==> src/rtl/mult_controller_pkg.sv <==
// -----------------------------------------------------------------------------
// mult_pkg
// Shared types and constants for the sum-and-shift multiplier controller.
//   state_t    : controller FSM state encoding (3 bits, codes 6/7 unused)
//   MULT_SIZE  : default operand width / iteration count
//   cnt_w()    : width of a counter able to hold 0..size inclusive
// -----------------------------------------------------------------------------
package mult_pkg;

  localparam int MULT_SIZE = 8;

  typedef enum logic [2:0] {
    IDLE  = 3'd0,
    LOAD  = 3'd1,
    TEST  = 3'd2,
    ADD   = 3'd3,
    SHIFT = 3'd4,
    DONE  = 3'd5
  } state_t;

  function automatic int cnt_w(input int size);
    return $clog2(size + 1);
  endfunction

endpackage

==> src/rtl/mult_controller_if.sv <==
// -----------------------------------------------------------------------------
// mult_controller_if
// Bundles the request/handshake inputs and the datapath strobes of the
// multiplier controller.
//   start, q0                    : requester / datapath -> controller
//   load_en, clear (active-low),
//   add_en, shift_en             : controller -> datapath registers
//   busy, done, count            : controller status
// Modports: master = requester/datapath side, slave = controller side.
// -----------------------------------------------------------------------------
interface mult_controller_if #(
  parameter int size = mult_pkg::MULT_SIZE
);

  localparam int CW = mult_pkg::cnt_w(size);

  logic          start;
  logic          q0;
  logic          load_en;
  logic          clear;
  logic          add_en;
  logic          shift_en;
  logic          busy;
  logic          done;
  logic [CW-1:0] count;

  modport master (
    output start, q0,
    input  load_en, clear, add_en, shift_en, busy, done, count
  );

  modport slave (
    input  start, q0,
    output load_en, clear, add_en, shift_en, busy, done, count
  );

endinterface

==> src/rtl/mult_controller_bit_counter.sv <==
// -----------------------------------------------------------------------------
// bit_counter
// Counts multiplier bits already processed.
//   clk      : system clock
//   reset    : asynchronous active-low reset (count -> 0)
//   clr_i    : synchronous clear (takes priority over inc_i)
//   inc_i    : increment by one, saturating at size
//   count_o  : current count
//   term_o   : count == size-1, i.e. the bit under test is the last one
// -----------------------------------------------------------------------------
module bit_counter
  import mult_pkg::*;
#(
  parameter int size  = MULT_SIZE,
  parameter int WIDTH = cnt_w(size)
) (
  input  logic             clk,
  input  logic             reset,
  input  logic             clr_i,
  input  logic             inc_i,
  output logic [WIDTH-1:0] count_o,
  output logic             term_o
);

  localparam logic [WIDTH-1:0] LAST = WIDTH'(size - 1);
  localparam logic [WIDTH-1:0] MAX  = WIDTH'(size);

  logic [WIDTH-1:0] count_q;
  logic [WIDTH-1:0] count_d;

  always_comb begin
    count_d = count_q;
    if (clr_i) begin
      count_d = '0;
    end else if (inc_i && (count_q != MAX)) begin
      // Saturate so the count can only wrap by being reloaded.
      count_d = count_q + 1'b1;
    end
  end

  always_ff @(posedge clk or negedge reset) begin
    if (!reset) begin
      count_q <= '0;
    end else begin
      count_q <= count_d;
    end
  end

  assign count_o = count_q;
  assign term_o  = (count_q == LAST);

endmodule

==> src/rtl/mult_controller.sv <==
// -----------------------------------------------------------------------------
// mult_controller
// Sequencing FSM for the sum-and-shift multiplier. Runs one multiply per
// start request, walking the multiplier LSB-first: LOAD, then for every bit
// TEST -> (ADD if q0) -> SHIFT, then DONE until start is released.
//   clk    : system clock, rising edge
//   reset  : asynchronous active-low reset
//   bus    : mult_controller_if.slave
//            in : start (level request), q0 (multiplier LSB)
//            out: load_en, clear (active-low), add_en, shift_en,
//                 busy, done, count
// All strobes are a Moore decode of the state register, so they never
// glitch on q0.
// -----------------------------------------------------------------------------
module mult_controller
  import mult_pkg::*;
#(
  parameter int size = MULT_SIZE
) (
  input  logic                  clk,
  input  logic                  reset,
  mult_controller_if.slave      bus
);

  localparam int CW = cnt_w(size);

  state_t        state_q;
  state_t        state_d;

  logic          cnt_clr;
  logic          cnt_inc;
  logic          cnt_term;
  logic [CW-1:0] cnt_val;

  logic          load_en;
  logic          clear;
  logic          add_en;
  logic          shift_en;
  logic          busy;
  logic          done;

  // ---------------------------------------------------------------------------
  // Bit counter: reloaded to 0 when leaving LOAD, advanced on every SHIFT.
  // ---------------------------------------------------------------------------
  assign cnt_clr = (state_q == LOAD);
  assign cnt_inc = (state_q == SHIFT);

  bit_counter #(
    .size  (size),
    .WIDTH (CW)
  ) u_bit_counter (
    .clk     (clk),
    .reset   (reset),
    .clr_i   (cnt_clr),
    .inc_i   (cnt_inc),
    .count_o (cnt_val),
    .term_o  (cnt_term)
  );

  // ---------------------------------------------------------------------------
  // State register
  // ---------------------------------------------------------------------------
  always_ff @(posedge clk or negedge reset) begin
    if (!reset) begin
      state_q <= IDLE;
    end else begin
      state_q <= state_d;
    end
  end

  // ---------------------------------------------------------------------------
  // Next-state logic. start matters only in IDLE and DONE; unused encodings
  // fall through to IDLE.
  // ---------------------------------------------------------------------------
  always_comb begin
    state_d = IDLE;
    case (state_q)
      IDLE:    state_d = bus.start ? LOAD : IDLE;
      LOAD:    state_d = TEST;
      TEST:    state_d = bus.q0 ? ADD : SHIFT;
      ADD:     state_d = SHIFT;
      SHIFT:   state_d = cnt_term ? DONE : TEST;
      // Holding start keeps us here, so a held request never retriggers.
      DONE:    state_d = bus.start ? DONE : IDLE;
      default: state_d = IDLE;
    endcase
  end

  // ---------------------------------------------------------------------------
  // Output decode (state register only)
  // ---------------------------------------------------------------------------
  always_comb begin
    load_en  = 1'b0;
    clear    = 1'b1;
    add_en   = 1'b0;
    shift_en = 1'b0;
    busy     = 1'b0;
    done     = 1'b0;
    case (state_q)
      LOAD: begin
        load_en = 1'b1;
        clear   = 1'b0;
        busy    = 1'b1;
      end
      TEST: begin
        busy = 1'b1;
      end
      ADD: begin
        add_en = 1'b1;
        busy   = 1'b1;
      end
      SHIFT: begin
        shift_en = 1'b1;
        busy     = 1'b1;
      end
      DONE: begin
        done = 1'b1;
      end
      default: begin
      end
    endcase
  end

  assign bus.load_en  = load_en;
  assign bus.clear    = clear;
  assign bus.add_en   = add_en;
  assign bus.shift_en = shift_en;
  assign bus.busy     = busy;
  assign bus.done     = done;
  assign bus.count    = cnt_val;

  // ---------------------------------------------------------------------------
  // Embedded checks
  // ---------------------------------------------------------------------------
  a_strobe_onehot0 : assert property (
    @(posedge clk) disable iff (!reset)
      $onehot0({load_en, add_en, shift_en})
  );

  a_last_shift_done : assert property (
    @(posedge clk) disable iff (!reset)
      (state_q == SHIFT && cnt_term) |=> done
  );

  a_done_not_busy : assert property (
    @(posedge clk) disable iff (!reset)
      done |-> !busy
  );

endmodule

==> src/flat_wrapper.sv <==
// flat-port wrapper written by rule: the top's interface ports become plain ports
module mult_controller_flat import mult_pkg::*;
#(
  parameter int size = MULT_SIZE
)
  (clk, reset, bus_start, bus_q0, bus_load_en, bus_clear, bus_add_en, bus_shift_en, bus_busy, bus_done, bus_count);
  mult_controller_if #(.size(size)) bus_i ();
  input  logic clk;
  input  logic reset;
  input wire logic [$bits(bus_i.start)-1:0] bus_start;
  input wire logic [$bits(bus_i.q0)-1:0] bus_q0;
  output wire logic [$bits(bus_i.load_en)-1:0] bus_load_en;
  output wire logic [$bits(bus_i.clear)-1:0] bus_clear;
  output wire logic [$bits(bus_i.add_en)-1:0] bus_add_en;
  output wire logic [$bits(bus_i.shift_en)-1:0] bus_shift_en;
  output wire logic [$bits(bus_i.busy)-1:0] bus_busy;
  output wire logic [$bits(bus_i.done)-1:0] bus_done;
  output wire logic [$bits(bus_i.count)-1:0] bus_count;
  assign bus_i.start = bus_start;
  assign bus_i.q0 = bus_q0;
  assign bus_load_en = bus_i.load_en;
  assign bus_clear = bus_i.clear;
  assign bus_add_en = bus_i.add_en;
  assign bus_shift_en = bus_i.shift_en;
  assign bus_busy = bus_i.busy;
  assign bus_done = bus_i.done;
  assign bus_count = bus_i.count;
  mult_controller #(.size(size)) u_core (.clk(clk), .reset(reset), .bus(bus_i));
endmodule
==> config.mk <==
export PLATFORM = sky130hd
export DESIGN_NAME = mult_controller_flat
export DESIGN_NICKNAME = d
export VERILOG_FILES = /design/src/rtl/mult_controller_pkg.sv /design/src/rtl/mult_controller_if.sv /design/src/rtl/mult_controller_bit_counter.sv /design/src/rtl/mult_controller.sv /design/src/flat_wrapper.sv
export SDC_FILE = /design/constraint.sdc
export NUM_CORES = 1
export LEC_CHECK = 0
export ABC_CLOCK_PERIOD_IN_PS = 1560
export BUFFER_PORTS_ARGS = -buffer_cell sky130_fd_sc_hd__buf_2
export CAP_MARGIN = 20
export CORE_AREA = 2 2 39 41
export DETAILED_ROUTE_END_ITERATION = 7
export DIE_AREA = 0 0 41 43
export PLACE_DENSITY = 0.57
export SETUP_SLACK_MARGIN = 0.5
export SKIP_LAST_GASP = 1
export SYNTH_ARGS = -nofsm -noshare
export SYNTH_HDL_FRONTEND = slang
export SYNTH_SLANG_ARGS = --single-unit
==> constraint.sdc <==
create_clock -name clk -period 1.56 [get_ports clk]
set_input_delay 0.078 -clock clk [delete_from_list [all_inputs] [get_ports clk]]
set_output_delay 0.078 -clock clk [all_outputs]
set_load 0.01 [all_outputs]
* Word-level counts from Yosys, hierarchy flattened
Index checks and enable logic that the tools add are counted.
Widths: inputs -> output; s select.
** Cells by class
- Add/subtract/negate cells :: 1
- Eq/ne operators :: 7
- Mux-type cells :: 13
- Reduce and logical (&&, ||, !) cells :: 4
** Operator list (number)
- $pmux 3 s6 :: 1
- $mux 3 :: 3
- $mux 4 :: 2
- $mux 1 :: 7
- $eq 3x2->1 const B :: 2
- $eq 3x3->1 const B :: 2
- $add 4x1->4 const B :: 1
- $eq 4x3->1 const B :: 1
- $ne 4x4->1 const B :: 1
- $reduce_or 4->1 :: 1
- $eq 3x1->1 const B :: 1
- $logic_not 3->1 :: 1
- $reduce_bool 2->1 :: 1
- $logic_and 1x1->1 :: 1
** Storage, ports and cells
- Register bits after elaboration :: 7
- Bits of input ports :: 4
- Output and inout port bits :: 10
- Word-level logic and storage cells :: 27

* Longest topological paths before layout
Gate-level depths: netlist of the first run.
- Depth after elaboration :: 4
- Depth in mapped cells :: 5
- Depth with buffers taken out :: 5

* By module
Synthesis of the first run repeated with hierarchy kept, for this count alone.
** Unflattened totals
- Cells, all modules :: 46
- Area, all modules :: 454.2 µm²
** Modules (own cells, without submodules)
- bit_counter :: times used 1, cells each 25, area an instance 236.5 µm², seq. area each 100.1 µm²
- mult_controller :: times used 1, cells each 21, area an instance 217.7 µm², seq. area each 75.1 µm²

* Worst setup path after synthesis of the first run
No wires, ideal clock.
- Path kind :: register to register
- Start point :: register u_core.u_bit_counter.count_q[0], in the netlist u_core.u_bit_counter.count_o[0]
- End point :: register u_core.state_q[0]
- Library setup time :: 0.127 ns
- Data arrival time :: 1.172 ns
- Slack :: 0.261 ns
- Stages on the path, launching flop included :: 5
- Path buffers :: 0
- Clock period less this slack :: 1.299 ns
- Cell sequence :: dfrtp_1 > ha_1 > and3b_1 > a211oi_1 > o31ai_1
** Between the ends
- Longest elaborated chain between the ends :: 3
** RTL lines
- start, declared :: line mult_controller_bit_counter.sv:28 : logic [WIDTH-1:0] count_q;
- start signal, assigned :: line mult_controller_bit_counter.sv:45 : count_q <= count_d;
- $eq 4x3->1 :: line mult_controller_bit_counter.sv:50 : assign term_o = (count_q == LAST);
- $mux 3 :: line mult_controller.sv:82 : SHIFT: state_d = cnt_term ? DONE : TEST;
- $pmux 3 s6 :: line mult_controller.sv:77 : case (state_q)
- named net u_core.state_d[0] :: line mult_controller.sv:28 : state_t state_d;
- end signal, assigned :: line mult_controller.sv:67 : state_q <= state_d;
- end, declared :: line mult_controller.sv:27 : state_t state_q;
The timed path passes the listed nets, and every way through them passes these cells.
A chain may end at the register's enable or synchronous reset.

* Final worst setup path of the first run
- Start point :: register u_core.state_q[2]
- End point :: output bus_load_en
** Between the ends
- Longest elaborated chain between the ends :: 2
** RTL lines
- $eq 3x1->1 :: line mult_controller.sv:99 : case (state_q)
- $mux 1 :: line mult_controller.sv:99
- end, declared :: line flat_wrapper.sv:12 : output wire logic [$bits(bus_i.load_en)-1:0] bus_load_en;
No other way between the ends.

==> impl_metrics.ini, run 1 <==
[outcome]
status = completed

[sta]
hold_viol_final = 0
slew_headroom = 0.876
fin_tns_setup_ps = 0
post-route-period-util = 0.848
period_minus_slack_ps = 1320
rsz0062_at_grt = true
drv_slew = 0
max_clock_freq_mhz = 756
setup_viol = 0
finClkSkew_ps = 0.365
worst_slew_pin_slew_ps = 185

[placement]
dpl.cell_count = 74
port_buffers = 13
gp_congestion = 0.678

[logic_synthesis]
ys_seq_area_frac = 0.394
synth_most_common_cell = dfrtp_1
yosys_warnings = 0
synth_seq_cells = 7
synth_edf_count = 0
synth_ff_type = dfrtp_1
netlist.top_cell.by_area = dfrtp_1
synthTopCellsByArea = dfrtp_1, ha_1, buf_6
synth-async-reset-ratio = 1.00
netlist_instances = 47
netlist_area_um2 = 444
syn-mean-instance-area_um2 = 9.45
ys_top_cells_by_count = dfrtp_1, inv_1, nand2_1
yosys.area.top_type_share = 0.394
ys_types = 26
synth_fp_nets = 53

[worst_hold_path]
hold_path_class = input pin to flip-flop

[layout]
diodes = 0
areaGrowthSynthToFinish_pct = 50.4
fin_cells = 88
finalNetCount = 79
drive_gt1_frac = 0.569

[cts]
clkTransAtPathRegs_ps = 50
clockBufferDepth = 2
cts.sinks = 7
cts_tree = done
root_buffer = clkbuf_4
cts_buffers = 3
clk_latency_ps = 250
htreeDepth = 1

[pwr]
p_sw_frac = 0.393
seqPwrFrac = 0.274
p_clk_frac = 0.144
irDropWorstVdd_mv = 0.659
p_switching_mw = 0.449
pwr_density_cell_mw_per_mm2 = 1710
power_leakage_nw = 0.336
p_int_mw = 0.694
combPwrFrac = 0.582

[global_routing]
grtUsageTotal = 0.140
grt_max_degree = 9
grt_pass1_vias = 389
grt_pass1_wl_mm = 1.64
grt-ovfl-total = 0
antenna_found_initial = 0

[floorplan]
core_mm2 = 0.00138
start_util = 0.321
die_x_um = 41
std_cell_rows = 14
io_pins = 14
die_h_um = 43
dieArea_mm2 = 0.00176

[routing]
ant_nets = 0
routed_wl_mm = 1.09
detail_route.wl_per_cell_um = 12.4
vias_per_cell = 4.97
drc_errors = 0
vias = 437
first_pass_iters = 5
drtIter0Drc = 11

[setup_path]
critical-path-max-stage-delay_ps = 430
cp_max_fo = 4
start_kind = flip-flop
endpoint_kind = output port
rrSetupSlack_ps = 250
cp.arrival_ps = 1250
path_cells = or3b_4 -> inv_2 -> buf_6
required_ps = 1480
crit_slowest_cell = or3b_4
path_class = flip-flop to output port

[run]
maxCapViolations = 0
[kinds of logic (layout without fill, tap and decap cells)]
group,count (synthesis),count (layout),share of synthesized area
xor+xnor,1,1,0.0197
buf+inv,7,32,0.0930
fa+ha+maj,2,2,0.0563
flops,7,7,0.394
simple gates,20,20,0.265
compound gates,8,8,0.127
mux,2,2,0.0451
[path summary, 6_finish.rpt]
kind | startpoint | to | cells past startpoint
min in group asynchronous | reset | u_core.state_q[1] | 2
max in group asynchronous | reset | u_core.u_bit_counter.count_o[1] | 2
hold / removal | bus_q0 | u_core.state_q[2] | 3
hold reg to reg | u_core.u_bit_counter.count_o[3] | u_core.u_bit_counter.count_o[3] | 1
setup reg to reg | u_core.state_q[2] | u_core.u_bit_counter.count_o[1] | 3
setup / recovery | u_core.state_q[2] | bus_load_en | 3
[critical path: cells and delay by family, from the launching register on]
family        cells  cell delay [ps]
simple gates      1              430
flops             1              410
buf+inv           2              160
[layer usage]
metal,part of all wire,GRT usage
met5,0,0
met4,0.027,0.0600
met3,0.059,0.0471
met2,0.48,0.219
met1,0.44,0.167
[power groups by stage]
stage	logic (mW)	registers, mW	clock network, mW
after floorplan	0.317	0.304	0
after global placement	0.389	0.328	0
after detailed placement	0.388	0.326	0
after CTS	0.592	0.301	0.172
after global routing	0.733	0.319	0.185
final	0.665	0.313	0.164
[cell usage in the layout (no fill, tap or decap), drive strengths merged]
master / synthesis / layout
dfrtp: 7 / 7
xnor2: 1 / 1
o31ai: 1 / 1
nor2: 2 / 2
nand3: 1 / 1
dlygate4sd3: 0 / 1
nor3b: 1 / 1
and2b: 1 / 1
a21oi: 1 / 1
nand2: 5 / 5
clkbuf: 0 / 4
and3b: 1 / 1
nand2b: 2 / 2
inv: 5 / 5
o211ai: 2 / 2
nor2b: 1 / 1
ha: 2 / 2
buf: 2 / 22
or3b: 1 / 1
or2b: 1 / 1
and2: 1 / 1
nand3b: 1 / 1
a211oi: 1 / 1
and3: 1 / 1
nand4: 1 / 1
a31o: 1 / 1
o22ai: 2 / 2
mux2i: 2 / 2
[sequential cells by signal, summed over array words and instances, names as in the netlist]
| name | cells |
|---|---|
| u_core.state_q | 3 |
| u_core.u_bit_counter.count_o | 4 |
[timing repair]
item,in CTS,in global routing
hold buffers,1,0
endpoints found under the setup margin,13,13
setup buffers,7,2
gates resized for setup,11,5
cloned,0,0
pin swaps,6,1
endpoints found under the hold margin,7,0
[stage by stage]
step	total power, mW	setup slack, ps	area [um2]	hold WS [ps]	utilization
floorplan	0.622	279	453	-218	-
global placement	0.718	234	515	-76.6	0.373
detailed placement	0.714	245	515	-73.0	0.373
CTS	1.07	242	638	149	0.461
global route	1.24	197	668	150	0.483
finish	1.14	237	668	154	0.483
[final cells by class]
type,instances,area (um2)
fill,138,716
multi-input combinational,33,267
sequential,7,180
timing repair buffer,23,156
clock buffer,4,26.3
tap,16,20.0
inverter,5,18.8
Power figures use the tool's default switching activity.
==> inputs of run 2 (changes only) <==
ABC_CLOCK_PERIOD_IN_PS = 1270   (was 1560)
clock period = 1.27 ns   (was 1.56 ns; I/O delays follow)
==> impl_metrics.ini, run 2 (synthesis gave the netlist of run 1 again) <==
[sta]
post-route-worst-setup-slack_ps = -21.6
worst_slew_pin_slew_ps = 209
setup_viol = 3
slew_headroom = 0.859
drv_slew = 0
hold_viol_final = 0
post-route-period-util = 1.02
period_minus_slack_ps = 1290
finClkSkew_ps = 4.76
max_clock_freq_mhz = 774
rsz0062_at_grt = true

[pwr]
pwr_density_cell_mw_per_mm2 = 2040
power_leakage_nw = 0.372
irDropWorstVdd_mv = 0.921

[routing]
routed_wl_mm = 1.13
drc_errors = 0
ant_nets = 0
first_pass_iters = 2
detail_route.wl_per_cell_um = 12.1
drtIter0Drc = 1
vias_per_cell = 4.75
vias = 442

[layout]
drive_gt1_frac = 0.636
areaGrowthSynthToFinish_pct = 69.3
fin_cells = 93
finalNetCount = 84
final_cell_mix = buf_4, buf_2, buf_6
largest_reg_flops = 4
diodes = 0
final_common_cell = buf_4
stdcell_area_um2 = 752

[placement]
dpl.cell_count = 77
gp_congestion = 0.812
port_buffers = 13
postPlaceCellArea_um2 = 548

[floorplan]
start_util = 0.321
die_h_um = 43
core_mm2 = 0.00138
std_cell_rows = 14
io_pins = 14
die_x_um = 41
dieArea_mm2 = 0.00176

[setup_path]
endpoint_kind = output port
critical-path-max-stage-delay_ps = 410
path_cells = or3b_4 -> inv_2 -> buf_6
start_kind = flip-flop
path_class = flip-flop to output port
cp_max_fo = 4
crit_slowest_cell = or3b_4
cp.arrival_ps = 1230
required_ps = 1210

[global_routing]
grt_pass1_vias = 478
antenna_found_initial = 0
grt_pass1_wl_mm = 1.90
grt_max_degree = 9
grt-ovfl-total = 0
grtUsageTotal = 0.163

[cts]
cts_buffers = 3
clk_latency_ps = 260
clockBufferDepth = 2
cts_tree = done
root_buffer = clkbuf_4
htreeDepth = 1
clkTransAtPathRegs_ps = 60
cts.sinks = 7

[worst_hold_path]
hold_path_class = input pin to flip-flop

[outcome]
status = finished, violations left
violations = setup timing

[run]
maxCapViolations = 0
[run 2: changes by cell type in the layout (fill, tap and decap cells not counted), sizes merged]
| cell | before | now |
|---|---|---|
| buf | 22 | 27 |
| clkinv | 0 | 1 |
| clkbuf | 4 | 3 |
[run 2: critical path: cells and delay by family (launching register included)]
family	cells	cell delay [ps]
buf+inv	2	160
flops	1	400
simple gates	1	410
[run 2: power breakdown]
part	total (mW)	internal (mW)	switching [mW]
clock	0.209	0.116	0.0934
combinational	0.961	0.534	0.428
sequential	0.367	0.293	0.0735
[run 2: final timing paths]
check                      cells after the start                       startpoint                              end  slack (ps)
min reg2reg                                    1  u_core.u_bit_counter.count_o[2]  u_core.u_bit_counter.count_o[2]         570
max in group asynchronous                      2                            reset  u_core.u_bit_counter.count_o[1]         930
min in group asynchronous                      2                            reset                u_core.state_q[2]         170
min                                            3                           bus_q0                u_core.state_q[2]         120
max reg2reg                                    3                u_core.state_q[1]  u_core.u_bit_counter.count_o[1]         -10
max                                            3                u_core.state_q[1]                      bus_load_en         -20
[run 2: layout make-up]
| class | count | area (um2) |
|---|---|---|
| Clock buffer | 3 | 22.5 |
| Clock inverter | 1 | 5.00 |
| Fill cell | 132 | 632 |
| Inverter | 5 | 21.3 |
| Multi-Input combinational cell | 33 | 289 |
| Sequential cell | 7 | 178 |
| Tap cell | 16 | 20.0 |
| Timing Repair Buffer | 28 | 216 |
[run 2: what timing repair did]
| action | CTS | global route |
|---|---|---|
| endpoints found under the hold margin | 7 | 0 |
| gates cloned | 0 | 0 |
| setup endpoints to repair | 17 | 17 |
| buffers inserted | 10 | 1 |
| resized for setup | 12 | 8 |
| hold buffers | 1 | 0 |
| pin swaps | 6 | 5 |
[run 2: metal layers]
layer	vias to the layer above	wire length, um	track usage
met3	2	29	0.0157
met5	-	0	0
met1	206	474	0.191
met2	11	608	0.256
met4	0	14	0.120
li1	223	-	-
[run 2: metrics by stage]
stage	setup slack, ps	util	power (mW)	hold slack, ps	TNS [ps]
6_report	-21.6	0.543	1.54	123	-44.6
4_1_cts	-33.5	0.515	1.49	115	-74.2
3_5_place_dp	-7.83	0.396	0.981	-92.3	-7.83
2_1_floorplan	-10.4	-	0.792	-232	-10.4
3_3_place_gp	-11.7	0.396	0.975	-94.2	-14.6
5_1_grt	-76.6	0.543	1.67	113	-401
